`src/rtl/uart_echo_pkg.sv`:
```
// Shared constants and types for the UART echo/pattern controller.
package uart_echo_pkg;

  localparam logic [1:0] MODE_PASS    = 2'd0;
  localparam logic [1:0] MODE_INC     = 2'd1;
  localparam logic [1:0] MODE_UPPER   = 2'd2;
  localparam logic [1:0] MODE_PATTERN = 2'd3;

  localparam logic [7:0] ASCII_LC_A     = 8'h61;
  localparam logic [7:0] ASCII_LC_Z     = 8'h7A;
  localparam logic [7:0] ASCII_CASE_OFS = 8'h20;

  // Handshake FSM states shared by ingress and egress.
  typedef enum logic {
    ST_IDLE = 1'b0,
    ST_WAIT = 1'b1
  } hs_state_e;

endpackage

```
`src/rtl/uart_echo_fifo.sv`:
```
// DEPTH x DATA_W synchronous buffer decoupling ingress from egress.
// Head is visible combinationally from storage; push and pop in one edge both occur.
module uart_echo_fifo #(
  parameter int unsigned DATA_W = 8,
  parameter int unsigned DEPTH  = 4,
  parameter int unsigned LVL_W  = $clog2(DEPTH) + 1
) (
  input  logic              clk_1kHz,
  input  logic              reset,
  input  logic              push,
  input  logic              pop,
  input  logic              flush,
  input  logic [DATA_W-1:0] din,
  output logic [DATA_W-1:0] dout,
  output logic [LVL_W-1:0]  level,
  output logic              full,
  output logic              empty
);

  localparam int unsigned PTR_W = (DEPTH > 1) ? $clog2(DEPTH) : 1;

  logic [DATA_W-1:0] mem_q [DEPTH];
  logic [DATA_W-1:0] mem_d [DEPTH];
  logic [PTR_W-1:0]  wr_ptr_q, wr_ptr_d;
  logic [PTR_W-1:0]  rd_ptr_q, rd_ptr_d;
  logic [LVL_W-1:0]  level_q, level_d;
  logic              push_ok_c;
  logic              pop_ok_c;

  assign full      = (level_q == LVL_W'(DEPTH));
  assign empty     = (level_q == '0);
  assign push_ok_c = push && !full;
  assign pop_ok_c  = pop && !empty;
  assign dout      = mem_q[rd_ptr_q];
  assign level     = level_q;

  // Next storage, pointers (power-of-2 wrap) and occupancy; flush wins.
  always_comb begin
    mem_d    = mem_q;
    wr_ptr_d = wr_ptr_q;
    rd_ptr_d = rd_ptr_q;
    level_d  = level_q;
    if (flush) begin
      wr_ptr_d = '0;
      rd_ptr_d = '0;
      level_d  = '0;
    end else begin
      if (push_ok_c) begin
        mem_d[wr_ptr_q] = din;
        wr_ptr_d        = PTR_W'(wr_ptr_q + 1'b1);
      end
      if (pop_ok_c) begin
        rd_ptr_d = PTR_W'(rd_ptr_q + 1'b1);
      end
      case ({push_ok_c, pop_ok_c})
        2'b10:   level_d = LVL_W'(level_q + 1'b1);
        2'b01:   level_d = LVL_W'(level_q - 1'b1);
        default: level_d = level_q;
      endcase
    end
  end

  // Storage and pointer registers.
  always_ff @(posedge clk_1kHz or posedge reset) begin
    if (reset) begin
      for (int i = 0; i < int'(DEPTH); i++) mem_q[i] <= '0;
      wr_ptr_q <= '0;
      rd_ptr_q <= '0;
      level_q  <= '0;
    end else begin
      mem_q    <= mem_d;
      wr_ptr_q <= wr_ptr_d;
      rd_ptr_q <= rd_ptr_d;
      level_q  <= level_d;
    end
  end

endmodule

```
`src/rtl/uart_echo_ctrl.sv`:
```
// Paced echo/pattern controller between the UART core FIFOs and the board top.
// Ingress pulls (or generates) bytes into a small buffer; egress drains it to TX.
module uart_echo_ctrl
  import uart_echo_pkg::*;
#(
  parameter int unsigned DATA_W      = 8,
  parameter int unsigned DEPTH       = 4,
  parameter int unsigned PATTERN_MAX = 65,
  parameter int unsigned CNT_W       = 16
) (
  input  logic                     clk_1kHz,
  input  logic                     reset,
  input  logic [1:0]               mode,
  input  logic                     rx_empty,
  input  logic                     rx_full,
  input  logic [DATA_W-1:0]        rx_data,
  input  logic                     tx_full,
  output logic                     rd_uart,
  output logic                     wr_uart,
  output logic [DATA_W-1:0]        tx_data,
  output logic [DATA_W-1:0]        last_byte,
  output logic [CNT_W-1:0]         echo_count,
  output logic [$clog2(DEPTH):0]   buf_level,
  output logic                     rx_overrun
);

  localparam int unsigned LVL_W = $clog2(DEPTH) + 1;

  hs_state_e         in_state_q, in_state_d;
  hs_state_e         eg_state_q, eg_state_d;
  logic [1:0]        mode_q, mode_d;
  logic              rd_uart_q, rd_uart_d;
  logic              wr_uart_q, wr_uart_d;
  logic [DATA_W-1:0] tx_data_q, tx_data_d;
  logic [DATA_W-1:0] last_byte_q, last_byte_d;
  logic [CNT_W-1:0]  echo_count_q, echo_count_d;
  logic [DATA_W-1:0] pattern_cnt_q, pattern_cnt_d;
  logic              rx_overrun_q, rx_overrun_d;

  logic              mode_change_c;
  logic              push_c;
  logic              pop_c;
  logic [DATA_W-1:0] push_data_c;
  logic [DATA_W-1:0] head_c;
  logic [LVL_W-1:0]  level_c;
  logic              full_c;
  logic              empty_c;

  // Per-mode byte transform applied on ingress.
  function automatic logic [DATA_W-1:0] xform(input logic [1:0] m, input logic [DATA_W-1:0] d);
    logic [DATA_W-1:0] r;
    r = d;
    case (m)
      MODE_INC: r = DATA_W'(d + 1'b1);
      MODE_UPPER: begin
        if ((d >= DATA_W'(ASCII_LC_A)) && (d <= DATA_W'(ASCII_LC_Z)))
          r = DATA_W'(d - DATA_W'(ASCII_CASE_OFS));
      end
      default: r = d;
    endcase
    return r;
  endfunction

  uart_echo_fifo #(
    .DATA_W (DATA_W),
    .DEPTH  (DEPTH),
    .LVL_W  (LVL_W)
  ) u_fifo (
    .clk_1kHz (clk_1kHz),
    .reset    (reset),
    .push     (push_c),
    .pop      (pop_c),
    .flush    (mode_change_c),
    .din      (push_data_c),
    .dout     (head_c),
    .level    (level_c),
    .full     (full_c),
    .empty    (empty_c)
  );

  assign mode_change_c = (mode != mode_q);
  assign mode_d        = mode;
  assign rx_overrun_d  = rx_overrun_q | rx_full;

  // Ingress FSM: one RX pop or pattern push per two cycles, never into a full buffer.
  always_comb begin
    in_state_d    = in_state_q;
    rd_uart_d     = 1'b0;
    push_c        = 1'b0;
    push_data_c   = '0;
    pattern_cnt_d = pattern_cnt_q;
    if (mode_change_c) begin
      in_state_d    = ST_WAIT;
      pattern_cnt_d = '0;
    end else begin
      case (in_state_q)
        ST_IDLE: begin
          if (!full_c) begin
            if (mode_q == MODE_PATTERN) begin
              push_c        = 1'b1;
              push_data_c   = pattern_cnt_q;
              pattern_cnt_d = (pattern_cnt_q == DATA_W'(PATTERN_MAX)) ? '0
                                                                      : DATA_W'(pattern_cnt_q + 1'b1);
              in_state_d    = ST_WAIT;
            end else if (!rx_empty) begin
              rd_uart_d   = 1'b1;
              push_c      = 1'b1;
              push_data_c = xform(mode_q, rx_data);
              in_state_d  = ST_WAIT;
            end
          end
        end
        default: in_state_d = ST_IDLE;
      endcase
    end
  end

  // Egress FSM: one TX push per two cycles while buffer non-empty and TX has room.
  always_comb begin
    eg_state_d   = eg_state_q;
    wr_uart_d    = 1'b0;
    pop_c        = 1'b0;
    tx_data_d    = tx_data_q;
    last_byte_d  = last_byte_q;
    echo_count_d = echo_count_q;
    if (mode_change_c) begin
      eg_state_d = ST_WAIT;
    end else begin
      case (eg_state_q)
        ST_IDLE: begin
          if (!empty_c && !tx_full) begin
            wr_uart_d   = 1'b1;
            tx_data_d   = head_c;
            last_byte_d = head_c;
            pop_c       = 1'b1;
            if (echo_count_q != '1)
              echo_count_d = CNT_W'(echo_count_q + 1'b1);
            eg_state_d  = ST_WAIT;
          end
        end
        default: eg_state_d = ST_IDLE;
      endcase
    end
  end

  // State and output registers.
  always_ff @(posedge clk_1kHz or posedge reset) begin
    if (reset) begin
      in_state_q    <= ST_IDLE;
      eg_state_q    <= ST_IDLE;
      mode_q        <= MODE_PASS;
      rd_uart_q     <= 1'b0;
      wr_uart_q     <= 1'b0;
      tx_data_q     <= '0;
      last_byte_q   <= '0;
      echo_count_q  <= '0;
      pattern_cnt_q <= '0;
      rx_overrun_q  <= 1'b0;
    end else begin
      in_state_q    <= in_state_d;
      eg_state_q    <= eg_state_d;
      mode_q        <= mode_d;
      rd_uart_q     <= rd_uart_d;
      wr_uart_q     <= wr_uart_d;
      tx_data_q     <= tx_data_d;
      last_byte_q   <= last_byte_d;
      echo_count_q  <= echo_count_d;
      pattern_cnt_q <= pattern_cnt_d;
      rx_overrun_q  <= rx_overrun_d;
    end
  end

  assign rd_uart    = rd_uart_q;
  assign wr_uart    = wr_uart_q;
  assign tx_data    = tx_data_q;
  assign last_byte  = last_byte_q;
  assign echo_count = echo_count_q;
  assign buf_level  = level_c;
  assign rx_overrun = rx_overrun_q;

endmodule

```
`config.mk`:
```
export PLATFORM = sky130hd
export DESIGN_NAME = uart_echo_ctrl
export DESIGN_NICKNAME = d
export VERILOG_FILES = /design/src/rtl/uart_echo_pkg.sv /design/src/rtl/uart_echo_fifo.sv /design/src/rtl/uart_echo_ctrl.sv
export SDC_FILE = /design/constraint.sdc
export NUM_CORES = 1
export LEC_CHECK = 0
export CAP_MARGIN = 20
export CORE_UTILIZATION = 35
export DETAILED_ROUTE_END_ITERATION = 6
export SLEW_MARGIN = 20
export SYNTH_ARGS = -nofsm -noshare
export SYNTH_HDL_FRONTEND = slang
export SYNTH_SLANG_ARGS = --single-unit
```
`constraint.sdc`:
```
create_clock -name clk_1kHz -period 4.4 [get_ports clk_1kHz]
set_input_delay 0.66 -clock clk_1kHz [delete_from_list [all_inputs] [get_ports clk_1kHz]]
set_output_delay 0.66 -clock clk_1kHz [all_outputs]
set_load 0.005 [all_outputs]
```
==> results.json <==
{
  "fmax_mhz": 378.6,
  "ys_warn_count": 0,
  "fin_crit_ns": 2.641,
  "hold_class": "reg2reg",
  "r2r_setup_slack_ns": 1.76,
  "worstHoldPathCells": 1,
  "slew_viol_final": 0,
  "arrival_ns": 2.85,
  "grt_pass1_vias": 3023,
  "swShare_pct": 23.81,
  "worst-setup-path-type": "reg2reg",
  "p_seq_share_pct": 43.4,
  "hpwl_um": 6410,
  "fin_tns_setup_ns": 0,
  "multiInputGateArea_um2": 2098,
  "syn_area_um2": 4225,
  "internal-power_uw": 1341,
  "antenna_found_initial": 0,
  "p_sw_uw": 419.0,
  "hold_violations": 0,
  "yosysSeqAreaShare_pct": 46.19,
  "final_cell_mix": "dfrtp_1, clkdlybuf4s50_1, nand2_1",
  "synth_fp_nets": 414,
  "clkPwrFrac_pct": 46.4,
  "wl_um": 8787,
  "coreArea_um2": 11610,
  "setup_viol": 0,
  "grt_pass1_wl_um": 15170,
  "ys_ff_latch": 78,
  "synth_flop_cell": "dfrtp_1",
  "fin_skew_ns": 0.006702,
  "die_x_um": 111.9,
  "max_slew_margin_pct": 55.98,
  "violations": "design-rule violations",
  "cts.repair.resized": 0,
  "clock_path_buffers": 2,
  "ff2ff_path_depth": 8,
  "synthDistinctLibCells": 67,
  "cellPowerDensity_nw_per_um2": 341.3,
  "maxCapViolCount": 0,
  "drcViolationCount": 3,
  "area_growth_pct": 22.03,
  "cts_tree": "done",
  "start_kind": "flop",
  "fin_crit_sh_pct": 60.03,
  "die_height_um": 111.9,
  "numCtsBuffers": 9,
  "n_antenna_cell": 0,
  "worst_slew_pin_slew_ns": 0.6579,
  "ff_latch_area_um2": 1952,
  "cts_root_buf": "clkbuf_16",
  "cts.htree.levels": 3,
  "status": "finished, violations left",
  "fin_nets": 462,
  "cts_hold_buf": 0,
  "ioPinCount": 53,
  "synth_edf_count": 0,
  "rows": 39,
  "drtPass1Iterations": 6,
  "power_frac_comb_pct": 10.2,
  "hold-path-endpoint": "rx_overrun",
  "syn_inst": 382,
  "ant_nets": 0,
  "rsz0062_at_grt": "false",
  "postCtsSetupBuffers": 0,
  "drt-wirelength-per-cell_um": 15.20,
  "reg2reg_to": "u_fifo.level[2]",
  "vias": 3001,
  "required_ns": 4.61,
  "holdWs_ns": 0.4663,
  "clk_pin_slew_ns": 0.06,
  "gr-total-overflow": 0,
  "portBuffers": 52,
  "cp_max_fo": 16,
  "hold_start": "rx_overrun",
  "die_area_um2": 12520,
  "max-vdd-ir-drop_uv": 176.4,
  "grt_max_degree": 28,
  "viasPerCell": 5.192,
  "cts.sinks": 78,
  "drtIter0Drc": 129,
  "avgSynthCellArea_um2": 11.06,
  "start_util_pct": 36.38,
  "final_common_cell": "dfrtp_1",
  "cp-end-kind": "flop",
  "fillers": 1116,
  "power.leakage_uw": 0.002232,
  "clock_latency_ns": 0.33,
  "gp_congestion": 0.7941,
  "drive_above_1_share_pct": 14.25,
  "utilization_pct": 44.40,
  "grt_util_all_layers_pct": 15.33,
  "r2r_start": "mode_q[0]",
  "synthArstFlopShare_pct": 100.0
}
-- worst max-delay path, stage by stage (launching register included) --
cell	delay, ns
dfrtp_1	0.50
ha_1	0.53
or2b_2	0.28
and3_4	0.26
nor2_1	0.07
fa_1	0.41
nor3_2	0.23
o21ai_1	0.08
nor3b_2	0.15
-- synth_stat cells, drive strengths merged, types with 2 or more instances --
master,n,area share (%)
dfrtp,78,46
nand2,43,3.8
o21ai,29,3.4
nor2,22,2.0
buf,17,2.7
mux2,17,4.5
ha,16,4.7
inv,16,1.4
nand3,15,2.3
xnor2,15,3.5
xor2,15,3.1
nand4,10,1.6
a21oi,9,1.2
and3,9,1.6
mux4,8,4.3
nand2b,5,0.74
nor3,5,0.71
nor3b,5,1.0
o31ai,4,0.71
and4,3,0.62
or3,3,0.56
a211oi,2,0.47
a221oi,2,0.98
a22oi,2,0.47
a31oi,2,0.30
a32o,2,0.47
mux2i,2,0.47
nor4,2,0.80
o21bai,2,0.36
or2,2,0.30
-- metal layers --
| layer | wire length [um] | global-route usage (%) |
|---|---|---|
| met5 | 0 | 0 |
| met4 | 121 | 5.135 |
| met3 | 264 | 3.484 |
| met2 | 4115 | 24.35 |
| met1 | 4285 | 20.66 |
-- layout make-up --
cell class                      instances  area share (%)
Clock inverter                          6           1.796
Clock buffer                           10           4.635
Multi-Input combinational cell        271           40.69
Tap cell                              143           3.470
Sequential cell                        78           37.85
Inverter                               16           1.165
Timing Repair Buffer                   54           10.39
-- sequential cells by signal (all words and copies together), names as in the netlist --
signal	cells
echo_count	16
eg_state_q	1
in_state_q	1
last_byte	8
mode_q	2
pattern_cnt_q	8
rd_uart	1
rx_overrun	1
u_fifo.level	3
u_fifo.mem_q	32
u_fifo.rd_ptr_q	2
u_fifo.wr_ptr_q	2
wr_uart	1
-- worst max-delay path by stage --
stage               slack, ns  startpoint         endpoint
global placement         1.53     mode[1]  u_fifo.level[2]
CTS                      1.77   mode_q[0]  u_fifo.level[2]
global route             1.58   mode_q[0]  u_fifo.level[2]
floorplan                1.74       reset    echo_count[0]
detailed placement       1.45     mode[1]  u_fifo.level[2]
finish                   1.76   mode_q[0]  u_fifo.level[2]
-- stage by stage --
step | area (um^2) | instances | power [uW] | setup WS [ns]
finish | 5156 | 578 | 1760 | 1.759
global route | 5156 | 578 | 1837 | 1.583
CTS | 5156 | 578 | 1783 | 1.773
detailed placement | 4825 | 562 | 960.0 | 1.449
global placement | 4825 | 562 | 955.7 | 1.532
floorplan | 4225 | 382 | 895.8 | 1.745
-- power by group through the flow --
stage	Combinational, uW	Clock (uW)	Sequential, uW
detailed placement	182	0	778
finish	179	816	764
global placement	179	0	777
floorplan	123	0	773
global route	199	869	768
CTS	182	835	765
-- cell families (layout without fill, tap and decap cells) --
family	after synthesis	count (layout)	synth area share, %
simple gates	132	132	17.68
flops	78	78	46.19
compound gates	65	65	10.93
buf+inv	33	86	4.146
xor+xnor	30	30	6.574
mux	27	27	9.269
fa+ha+maj	17	17	5.212
(Power assumes the default switching activity.)
